==> src/rtl/ili9341_spi_sink.sv <==
// ili9341_spi_sink
// Receive side of an ILI9341 4-wire SPI link (CS, SCK, MOSI, D/C).
// Deserialises bytes, decodes CASET/PASET/RAMWR/SWRESET/DISPON/DISPOFF and
// writes RGB565 pixels into a frame-buffer port at window-derived addresses.
// Optional feature macro: ILI9341_SINK_CHECKSUM_EN adds a per-frame
// modulo-2^16 pixel checksum output (frame_sum).
// SCK must run at no more than clk_out/4.
module ili9341_spi_sink #(
  parameter int WIDTH      = 240,
  parameter int HEIGHT     = 320,
  parameter int PIXEL_SIZE = 16,
  parameter int ADDR_W     = $clog2(WIDTH * HEIGHT)
) (
  input  logic                  clk_out,
  input  logic                  rst,
  input  logic                  spi_sck,
  input  logic                  spi_mosi,
  input  logic                  spi_cs,
  input  logic                  spi_dc,
  output logic                  pix_we,
  output logic [ADDR_W-1:0]     pix_addr,
  output logic [PIXEL_SIZE-1:0] pix_data,
  output logic                  cmd_valid,
  output logic [7:0]            cmd_byte,
  output logic                  frame_done,
  output logic                  disp_on
`ifdef ILI9341_SINK_CHECKSUM_EN
  ,
  output logic [15:0]           frame_sum
`endif
);

  localparam int          XW     = $clog2(WIDTH);
  localparam int          YW     = $clog2(HEIGHT);
  localparam logic [15:0] EC_DEF = 16'(WIDTH - 1);
  localparam logic [15:0] EP_DEF = 16'(HEIGHT - 1);
  localparam logic [15:0] W_LIM  = 16'(WIDTH);
  localparam logic [15:0] H_LIM  = 16'(HEIGHT);

  typedef enum logic [1:0] {S_IDLE, S_PARAM, S_RAM_HI, S_RAM_LO} state_t;

  // synchronisers and deserialiser
  logic r_sck_s1, r_sck_s2, r_sck_d;
  logic r_mosi_s1, r_mosi_s2, r_cs_s1, r_cs_s2, r_dc_s1, r_dc_s2;
  logic [6:0] r_shift;
  logic [2:0] r_bitcnt;
  logic       r_byte_vld, r_byte_dc;
  logic [7:0] r_byte;
  logic       w_sck_rise;

  // control / datapath state and its next values
  state_t      r_state, w_state_nxt;
  logic [1:0]  r_idx, w_idx_nxt;
  logic        r_tgt_row, w_tgt_row_nxt;
  logic [7:0]  r_p0, r_p1, r_p2, r_hi, w_p0_nxt, w_p1_nxt, w_p2_nxt, w_hi_nxt;
  logic [15:0] r_sc, r_ec, r_sp, r_ep, w_sc_nxt, w_ec_nxt, w_sp_nxt, w_ep_nxt;
  logic [15:0] r_x, r_y, w_x_nxt, w_y_nxt;
  logic                  r_pix_we, w_pix_we_nxt, r_cmd_valid, w_cmd_valid_nxt;
  logic                  r_frame_done, w_frame_done_nxt, r_disp_on, w_disp_on_nxt;
  logic [ADDR_W-1:0]     r_pix_addr, w_pix_addr_nxt;
  logic [PIXEL_SIZE-1:0] r_pix_data, w_pix_data_nxt;
  logic [7:0]            r_cmd_byte, w_cmd_byte_nxt;
`ifdef ILI9341_SINK_CHECKSUM_EN
  logic [15:0] r_acc, w_acc_nxt, r_frame_sum, w_frame_sum_nxt;
`endif

  logic [PIXEL_SIZE-1:0] w_pixel;
  logic [15:0]           w_p_start, w_p_end, w_p_end_eff;
  logic                  w_in_range;
  logic [ADDR_W-1:0]     w_addr;

  assign w_sck_rise  = r_sck_s2 & ~r_sck_d;
  assign w_pixel     = {r_hi, r_byte};
  assign w_p_start   = {r_p0, r_p1};
  assign w_p_end     = {r_p2, r_byte};
  // A reversed window collapses to a single column/row at its start
  assign w_p_end_eff = (w_p_end < w_p_start) ? w_p_start : w_p_end;
  assign w_in_range  = (r_x < W_LIM) && (r_y < H_LIM);
  assign w_addr      = ADDR_W'(r_y[YW-1:0]) * ADDR_W'(WIDTH) + ADDR_W'(r_x[XW-1:0]);

  // Two-flop synchronisers on all SPI pins plus one SCK history flop for edge detection
  always_ff @(posedge clk_out) begin
    if (!rst) begin
      {r_sck_s1, r_sck_s2, r_sck_d}   <= 3'b000;
      {r_mosi_s1, r_mosi_s2}          <= 2'b00;
      {r_cs_s1, r_cs_s2}              <= 2'b11;
      {r_dc_s1, r_dc_s2}              <= 2'b00;
    end else begin
      {r_sck_s1, r_sck_s2, r_sck_d}   <= {spi_sck, r_sck_s1, r_sck_s2};
      {r_mosi_s1, r_mosi_s2}          <= {spi_mosi, r_mosi_s1};
      {r_cs_s1, r_cs_s2}              <= {spi_cs, r_cs_s1};
      {r_dc_s1, r_dc_s2}              <= {spi_dc, r_dc_s1};
    end
  end

  // Shift MOSI in on each SCK rise; on the 8th bit publish the byte with its D/C level
  always_ff @(posedge clk_out) begin
    if (!rst) begin
      r_shift    <= 7'd0;
      r_bitcnt   <= 3'd0;
      r_byte_vld <= 1'b0;
      r_byte_dc  <= 1'b0;
      r_byte     <= 8'd0;
    end else begin
      r_byte_vld <= 1'b0;
      if (r_cs_s2) begin
        r_bitcnt <= 3'd0;
      end else if (w_sck_rise) begin
        r_shift  <= {r_shift[5:0], r_mosi_s2};
        r_bitcnt <= r_bitcnt + 3'd1;
        if (r_bitcnt == 3'd7) begin
          r_byte_vld <= 1'b1;
          r_byte     <= {r_shift, r_mosi_s2};
          r_byte_dc  <= r_dc_s2;
        end
      end
    end
  end

  // FSM state register
  always_ff @(posedge clk_out) begin
    if (!rst) begin
      r_state <= S_IDLE;
    end else begin
      r_state <= w_state_nxt;
    end
  end

  // Command decode, parameter collection, pixel assembly and window cursor advance
  always_comb begin
    w_state_nxt      = r_state;
    w_idx_nxt        = r_idx;
    w_tgt_row_nxt    = r_tgt_row;
    w_p0_nxt         = r_p0;
    w_p1_nxt         = r_p1;
    w_p2_nxt         = r_p2;
    w_hi_nxt         = r_hi;
    w_sc_nxt         = r_sc;
    w_ec_nxt         = r_ec;
    w_sp_nxt         = r_sp;
    w_ep_nxt         = r_ep;
    w_x_nxt          = r_x;
    w_y_nxt          = r_y;
    w_pix_we_nxt     = 1'b0;
    w_pix_addr_nxt   = r_pix_addr;
    w_pix_data_nxt   = r_pix_data;
    w_cmd_valid_nxt  = 1'b0;
    w_cmd_byte_nxt   = r_cmd_byte;
    w_frame_done_nxt = 1'b0;
    w_disp_on_nxt    = r_disp_on;
`ifdef ILI9341_SINK_CHECKSUM_EN
    w_acc_nxt        = r_acc;
    w_frame_sum_nxt  = r_frame_sum;
`endif
    if (r_byte_vld && !r_byte_dc) begin
      w_cmd_valid_nxt = 1'b1;
      w_cmd_byte_nxt  = r_byte;
      case (r_byte)
        8'h2A: begin w_state_nxt = S_PARAM; w_idx_nxt = 2'd0; w_tgt_row_nxt = 1'b0; end
        8'h2B: begin w_state_nxt = S_PARAM; w_idx_nxt = 2'd0; w_tgt_row_nxt = 1'b1; end
        8'h2C: begin
          w_state_nxt = S_RAM_HI;
          w_x_nxt     = r_sc;
          w_y_nxt     = r_sp;
`ifdef ILI9341_SINK_CHECKSUM_EN
          w_acc_nxt   = 16'd0;
`endif
        end
        8'h01: begin
          w_sc_nxt      = 16'd0;
          w_ec_nxt      = EC_DEF;
          w_sp_nxt      = 16'd0;
          w_ep_nxt      = EP_DEF;
          w_disp_on_nxt = 1'b0;
          w_state_nxt   = S_IDLE;
        end
        8'h28:   begin w_disp_on_nxt = 1'b0; w_state_nxt = S_IDLE; end
        8'h29:   begin w_disp_on_nxt = 1'b1; w_state_nxt = S_IDLE; end
        default: w_state_nxt = S_IDLE;
      endcase
    end else if (r_byte_vld) begin
      case (r_state)
        S_PARAM: begin
          case (r_idx)
            2'd0:    begin w_p0_nxt = r_byte; w_idx_nxt = 2'd1; end
            2'd1:    begin w_p1_nxt = r_byte; w_idx_nxt = 2'd2; end
            2'd2:    begin w_p2_nxt = r_byte; w_idx_nxt = 2'd3; end
            default: begin
              if (r_tgt_row) begin
                w_sp_nxt = w_p_start;
                w_ep_nxt = w_p_end_eff;
              end else begin
                w_sc_nxt = w_p_start;
                w_ec_nxt = w_p_end_eff;
              end
              w_idx_nxt   = 2'd0;
              w_state_nxt = S_IDLE;
            end
          endcase
        end
        S_RAM_HI: begin
          w_hi_nxt    = r_byte;
          w_state_nxt = S_RAM_LO;
        end
        S_RAM_LO: begin
          if (w_in_range) begin
            w_pix_we_nxt   = 1'b1;
            w_pix_addr_nxt = w_addr;
            w_pix_data_nxt = w_pixel;
          end else begin
            w_pix_we_nxt   = 1'b0;
          end
`ifdef ILI9341_SINK_CHECKSUM_EN
          w_acc_nxt = r_acc + w_pixel;
`endif
          if (r_x >= r_ec) begin
            w_x_nxt = r_sc;
            if (r_y >= r_ep) begin
              w_y_nxt          = r_sp;
              w_frame_done_nxt = 1'b1;
`ifdef ILI9341_SINK_CHECKSUM_EN
              w_frame_sum_nxt  = r_acc + w_pixel;
              w_acc_nxt        = 16'd0;
`endif
            end else begin
              w_y_nxt = r_y + 16'd1;
            end
          end else begin
            w_x_nxt = r_x + 16'd1;
          end
          w_state_nxt = S_RAM_HI;
        end
        default: w_state_nxt = r_state;
      endcase
    end else if (r_cs_s2 && (r_state == S_RAM_LO)) begin
      // Deselect drops a half-received pixel; the stream resumes on a high byte
      w_state_nxt = S_RAM_HI;
    end else begin
      w_state_nxt = r_state;
    end
  end

  // Datapath and output registers
  always_ff @(posedge clk_out) begin
    if (!rst) begin
      r_idx <= 2'd0;  r_tgt_row <= 1'b0;
      r_p0  <= 8'd0;  r_p1 <= 8'd0;  r_p2 <= 8'd0;  r_hi <= 8'd0;
      r_sc  <= 16'd0; r_ec <= EC_DEF; r_sp <= 16'd0; r_ep <= EP_DEF;
      r_x   <= 16'd0; r_y  <= 16'd0;
      r_pix_we <= 1'b0; r_pix_addr <= '0; r_pix_data <= '0;
      r_cmd_valid <= 1'b0; r_cmd_byte <= 8'd0;
      r_frame_done <= 1'b0; r_disp_on <= 1'b0;
`ifdef ILI9341_SINK_CHECKSUM_EN
      r_acc <= 16'd0; r_frame_sum <= 16'd0;
`endif
    end else begin
      r_idx <= w_idx_nxt;  r_tgt_row <= w_tgt_row_nxt;
      r_p0  <= w_p0_nxt;   r_p1 <= w_p1_nxt;  r_p2 <= w_p2_nxt;  r_hi <= w_hi_nxt;
      r_sc  <= w_sc_nxt;   r_ec <= w_ec_nxt;  r_sp <= w_sp_nxt;  r_ep <= w_ep_nxt;
      r_x   <= w_x_nxt;    r_y  <= w_y_nxt;
      r_pix_we <= w_pix_we_nxt; r_pix_addr <= w_pix_addr_nxt; r_pix_data <= w_pix_data_nxt;
      r_cmd_valid <= w_cmd_valid_nxt; r_cmd_byte <= w_cmd_byte_nxt;
      r_frame_done <= w_frame_done_nxt; r_disp_on <= w_disp_on_nxt;
`ifdef ILI9341_SINK_CHECKSUM_EN
      r_acc <= w_acc_nxt; r_frame_sum <= w_frame_sum_nxt;
`endif
    end
  end

  assign pix_we     = r_pix_we;
  assign pix_addr   = r_pix_addr;
  assign pix_data   = r_pix_data;
  assign cmd_valid  = r_cmd_valid;
  assign cmd_byte   = r_cmd_byte;
  assign frame_done = r_frame_done;
  assign disp_on    = r_disp_on;
`ifdef ILI9341_SINK_CHECKSUM_EN
  assign frame_sum  = r_frame_sum;
`endif

endmodule

==> config.mk <==
export PLATFORM = sky130hd
export DESIGN_NAME = ili9341_spi_sink
export DESIGN_NICKNAME = d
export VERILOG_FILES = /design/src/rtl/ili9341_spi_sink.sv
export SDC_FILE = /design/constraint.sdc
export NUM_CORES = 1
export LEC_CHECK = 0
export CELL_PAD_IN_SITES_DETAIL_PLACEMENT = 2
export CELL_PAD_IN_SITES_GLOBAL_PLACEMENT = 2
export CORE_MARGIN = 1.5
export CORE_UTILIZATION = 40
export CTS_CLUSTER_DIAMETER = 120
export DETAILED_ROUTE_END_ITERATION = 8
export PLACE_DENSITY_LB_ADDON = 0.1
export SLEW_MARGIN = 20
export SYNTH_ARGS = -nofsm -noshare
export SYNTH_HDL_FRONTEND = slang
export SYNTH_SLANG_ARGS = --single-unit
==> constraint.sdc <==
create_clock -name clk_out -period 9.1 [get_ports clk_out]
set_input_delay 1.365 -clock clk_out [delete_from_list [all_inputs] [get_ports clk_out]]
set_output_delay 1.365 -clock clk_out [all_outputs]
set_load 0.02 [all_outputs]
==> metrics.yaml <==
yosys:
  synth_flop_cell: "dfxtp_1"
  synthArstFlopShare: 0
  synthCells: 1288
  synth_area_mm2: 0.0108
  synth_nets: 1391
  yosysUniqueCellTypes: 64
  ys_seq_elements: 207
  synth_area_per_cell_um2: 8.37
  ys_warn_count: 0
  yosysSeqAreaShare: 0.385
  synth_enable_flop_cells: 0
clock_tree:
  clkTransAtPathRegs_ns: 0.06
  root_buffer: "clkbuf_16"
  postCtsSetupBuffers: 0
  clk_path_buf_depth: 3
  cts.sinks: 207
  cts_resized: 0
  cts_buffers: 26
  cts_hold_buf: 0
  cts_tree: "built"
  cts_htree_levels: 1
  clk_latency_ns: 0.54
floorplanning:
  die_w_um: 167
  die_y_um: 167
  dieArea_mm2: 0.0279
  design.portCount: 51
  start_util: 0.410
  core_mm2: 0.0263
  rows: 59
worst_setup_path:
  cp-start-kind: "flop"
  crit_type: "reg -> reg"
  worstPathArrival_ns: 4.33
  critPathMaxFanout: 5
  cp.required_ns: 9.50
  cp-end-kind: "flop"
cells_and_area:
  final_util: 0.478
  mostFrequentLayoutCells: "215 x nand2_1, 207 x dfxtp_1, 146 x a21oi_1"
  antenna_cells: 0
  final_area_mm2: 0.0126
  final_nets: 1414
  final_common_cell: "nand2_1"
  area_growth_pct: 16.7
  drive_gt1_frac: 0.0699
power:
  ir_drop_mv: 0.136
  clkPwrFrac: 0.556
  p_seq_frac: 0.413
  p_per_area_mw_per_mm2: 176
  p_int_mw: 1.72
  pwr-share-comb: 0.032
  leakage_nw: 4.94
  power_switching_mw: 0.492
  switching_share: 0.222
placement:
  port_buffers: 50
  hpwl_um: 25400
  gp_congestion: 0.804
  place_area_mm2: 0.0115
route:
  dr.pass1.iters: 4
  postRouteWirelength_um: 36900
  vias_per_cell: 5.75
  wl_per_cell_um: 22.1
  ant_nets: 0
  initialDrtViolationCount: 426
  vias: 9576
  drc: 0
timing:
  finalHoldViolCount: 0
  slew_viol_final: 0
  worst_pin_slew_ns: 1.08
  min_period_ns: 3.93
  finalSetupViolCount: 0
  tns_ns: 0
  timing.final.crit_share: 0.432
  slew_headroom: 0.275
  rsz0062_at_grt: "false"
  fin_worst_skew_ns: 0.0196
  max_freq_mhz: 254
grt:
  antenna_found_initial: 0
  grt_pass1_vias: 10500
  grt_max_degree: 74
  grtUsageTotal: 0.267
  grt_overflow: 0
  grt_pass1_wl_um: 59500
flow_run:
  drv_cap: 0
outcome:
  status: "finished, final reports clean"
worst_hold_path:
  hold_path_class: "reg -> reg"
[worst max-delay path: stages, from the launching register on]
cell	delay (ns)
dfxtp_1	0.42
inv_1	0.20
fa_1	0.55
fa_1	0.51
inv_1	0.04
ha_1	0.35
o21ai_1	0.29
and3b_1	0.25
o31ai_1	0.33
nand4_1	0.24
a2111oi_2	0.37
xnor2_1	0.16
a21oi_1	0.08
[metal layers]
| layer | up-vias | part of all wire | global-route usage |
|---|---|---|---|
| met4 | 0 | 0.027 | 0.0862 |
| met5 | - | 0 | 0 |
| li1 | 4535 | - | - |
| met3 | 67 | 0.028 | 0.0258 |
| met1 | 4825 | 0.44 | 0.335 |
| met2 | 149 | 0.50 | 0.482 |
[cell families (layout without fill, tap and decap cells)]
family,after synthesis,after routing,share of synthesized area
buffers and inverters,159,202,0.0585
adders and majority gates,97,97,0.124
xor gates and xnor gates,15,15,0.0122
muxes,53,53,0.0492
DFF,207,207,0.385
and+or+nand+nor,468,468,0.203
AOI/OAI and AO/OA,289,289,0.169
[final timing paths]
| path | start | end | slack, ns | cells past startpoint |
|---|---|---|---|---|
| max | r_y[4] | pix_addr[16] | 5.17 | 12 |
| min | r_cs_s1 | r_cs_s2 | 0.42 | 1 |
| max reg2reg | r_y[4] | pix_addr[16] | 5.17 | 12 |
| min reg2reg | r_cs_s1 | r_cs_s2 | 0.42 | 1 |
[stage by stage]
step           hold WS [ns]  std cells  worst slack (ns)  total power, mW
2_1_floorplan         0.386       1288              5.57            0.979
3_3_place_gp          0.390       1618              5.36             1.00
3_5_place_dp          0.403       1618              5.21             1.00
4_1_cts               0.418       1666              5.16             2.23
5_1_grt               0.432       1666              4.83             2.28
6_report              0.417       1666              5.17             2.21
[registers in the layout, indices dropped and copies added (netlist names), 2 cells and up]
name and flops:
cmd_byte 8, pix_addr 17, pix_data 16, r_bitcnt 3
r_byte 8, r_ec 16, r_ep 16, r_hi 8
r_idx 2, r_p0 8, r_p1 8, r_p2 8
r_sc 16, r_shift 7, r_sp 16, r_state 2
r_x 16, r_y 16
[cells in the mapped netlist (all sizes together), types with 6 or more instances]
| cell | count | area, um2 |
|---|---|---|
| or3 | 25 | 156 |
| mux2i | 53 | 531 |
| a31oi | 10 | 62.6 |
| buf | 17 | 97.6 |
| nand3 | 64 | 325 |
| and2 | 14 | 90.1 |
| nand2 | 215 | 807 |
| a32oi | 6 | 52.6 |
| or2 | 10 | 62.6 |
| nor2b | 9 | 56.3 |
| nor3 | 19 | 95.1 |
| a21o | 17 | 128 |
| nor2 | 62 | 233 |
| fa | 16 | 320 |
| a21oi | 147 | 739 |
| ha | 81 | 1010 |
| clkbuf | 54 | 203 |
| o32ai | 17 | 149 |
| xnor2 | 10 | 87.6 |
| nor4 | 7 | 50.1 |
| o22ai | 25 | 163 |
| nand4 | 19 | 131 |
| dfxtp | 207 | 4140 |
| nand2b | 12 | 75.1 |
| a211oi | 9 | 80.1 |
| o21ai | 20 | 100 |
| inv | 88 | 330 |
| a22oi | 7 | 52.6 |
[power by group through the flow]
| stage | clock [mW] | combinational [mW] | sequential, mW |
|---|---|---|---|
| floorplan | 0 | 0.0462 | 0.933 |
| global placement | 0 | 0.0679 | 0.934 |
| detailed placement | 0 | 0.0686 | 0.934 |
| CTS | 1.25 | 0.0701 | 0.914 |
| global route | 1.29 | 0.0747 | 0.914 |
| finish | 1.23 | 0.0702 | 0.914 |
[final cells by class]
cell class / instances / area, um2
Tap cell: 335 / 419
Sequential cell: 207 / 4140
Multi-Input combinational cell: 922 / 6040
Clock buffer: 32 / 724
Fill cell: 2875 / 13700
Clock inverter: 16 / 298
Inverter: 88 / 333
Timing Repair Buffer: 66 / 616
(Power assumes the default switching activity.)
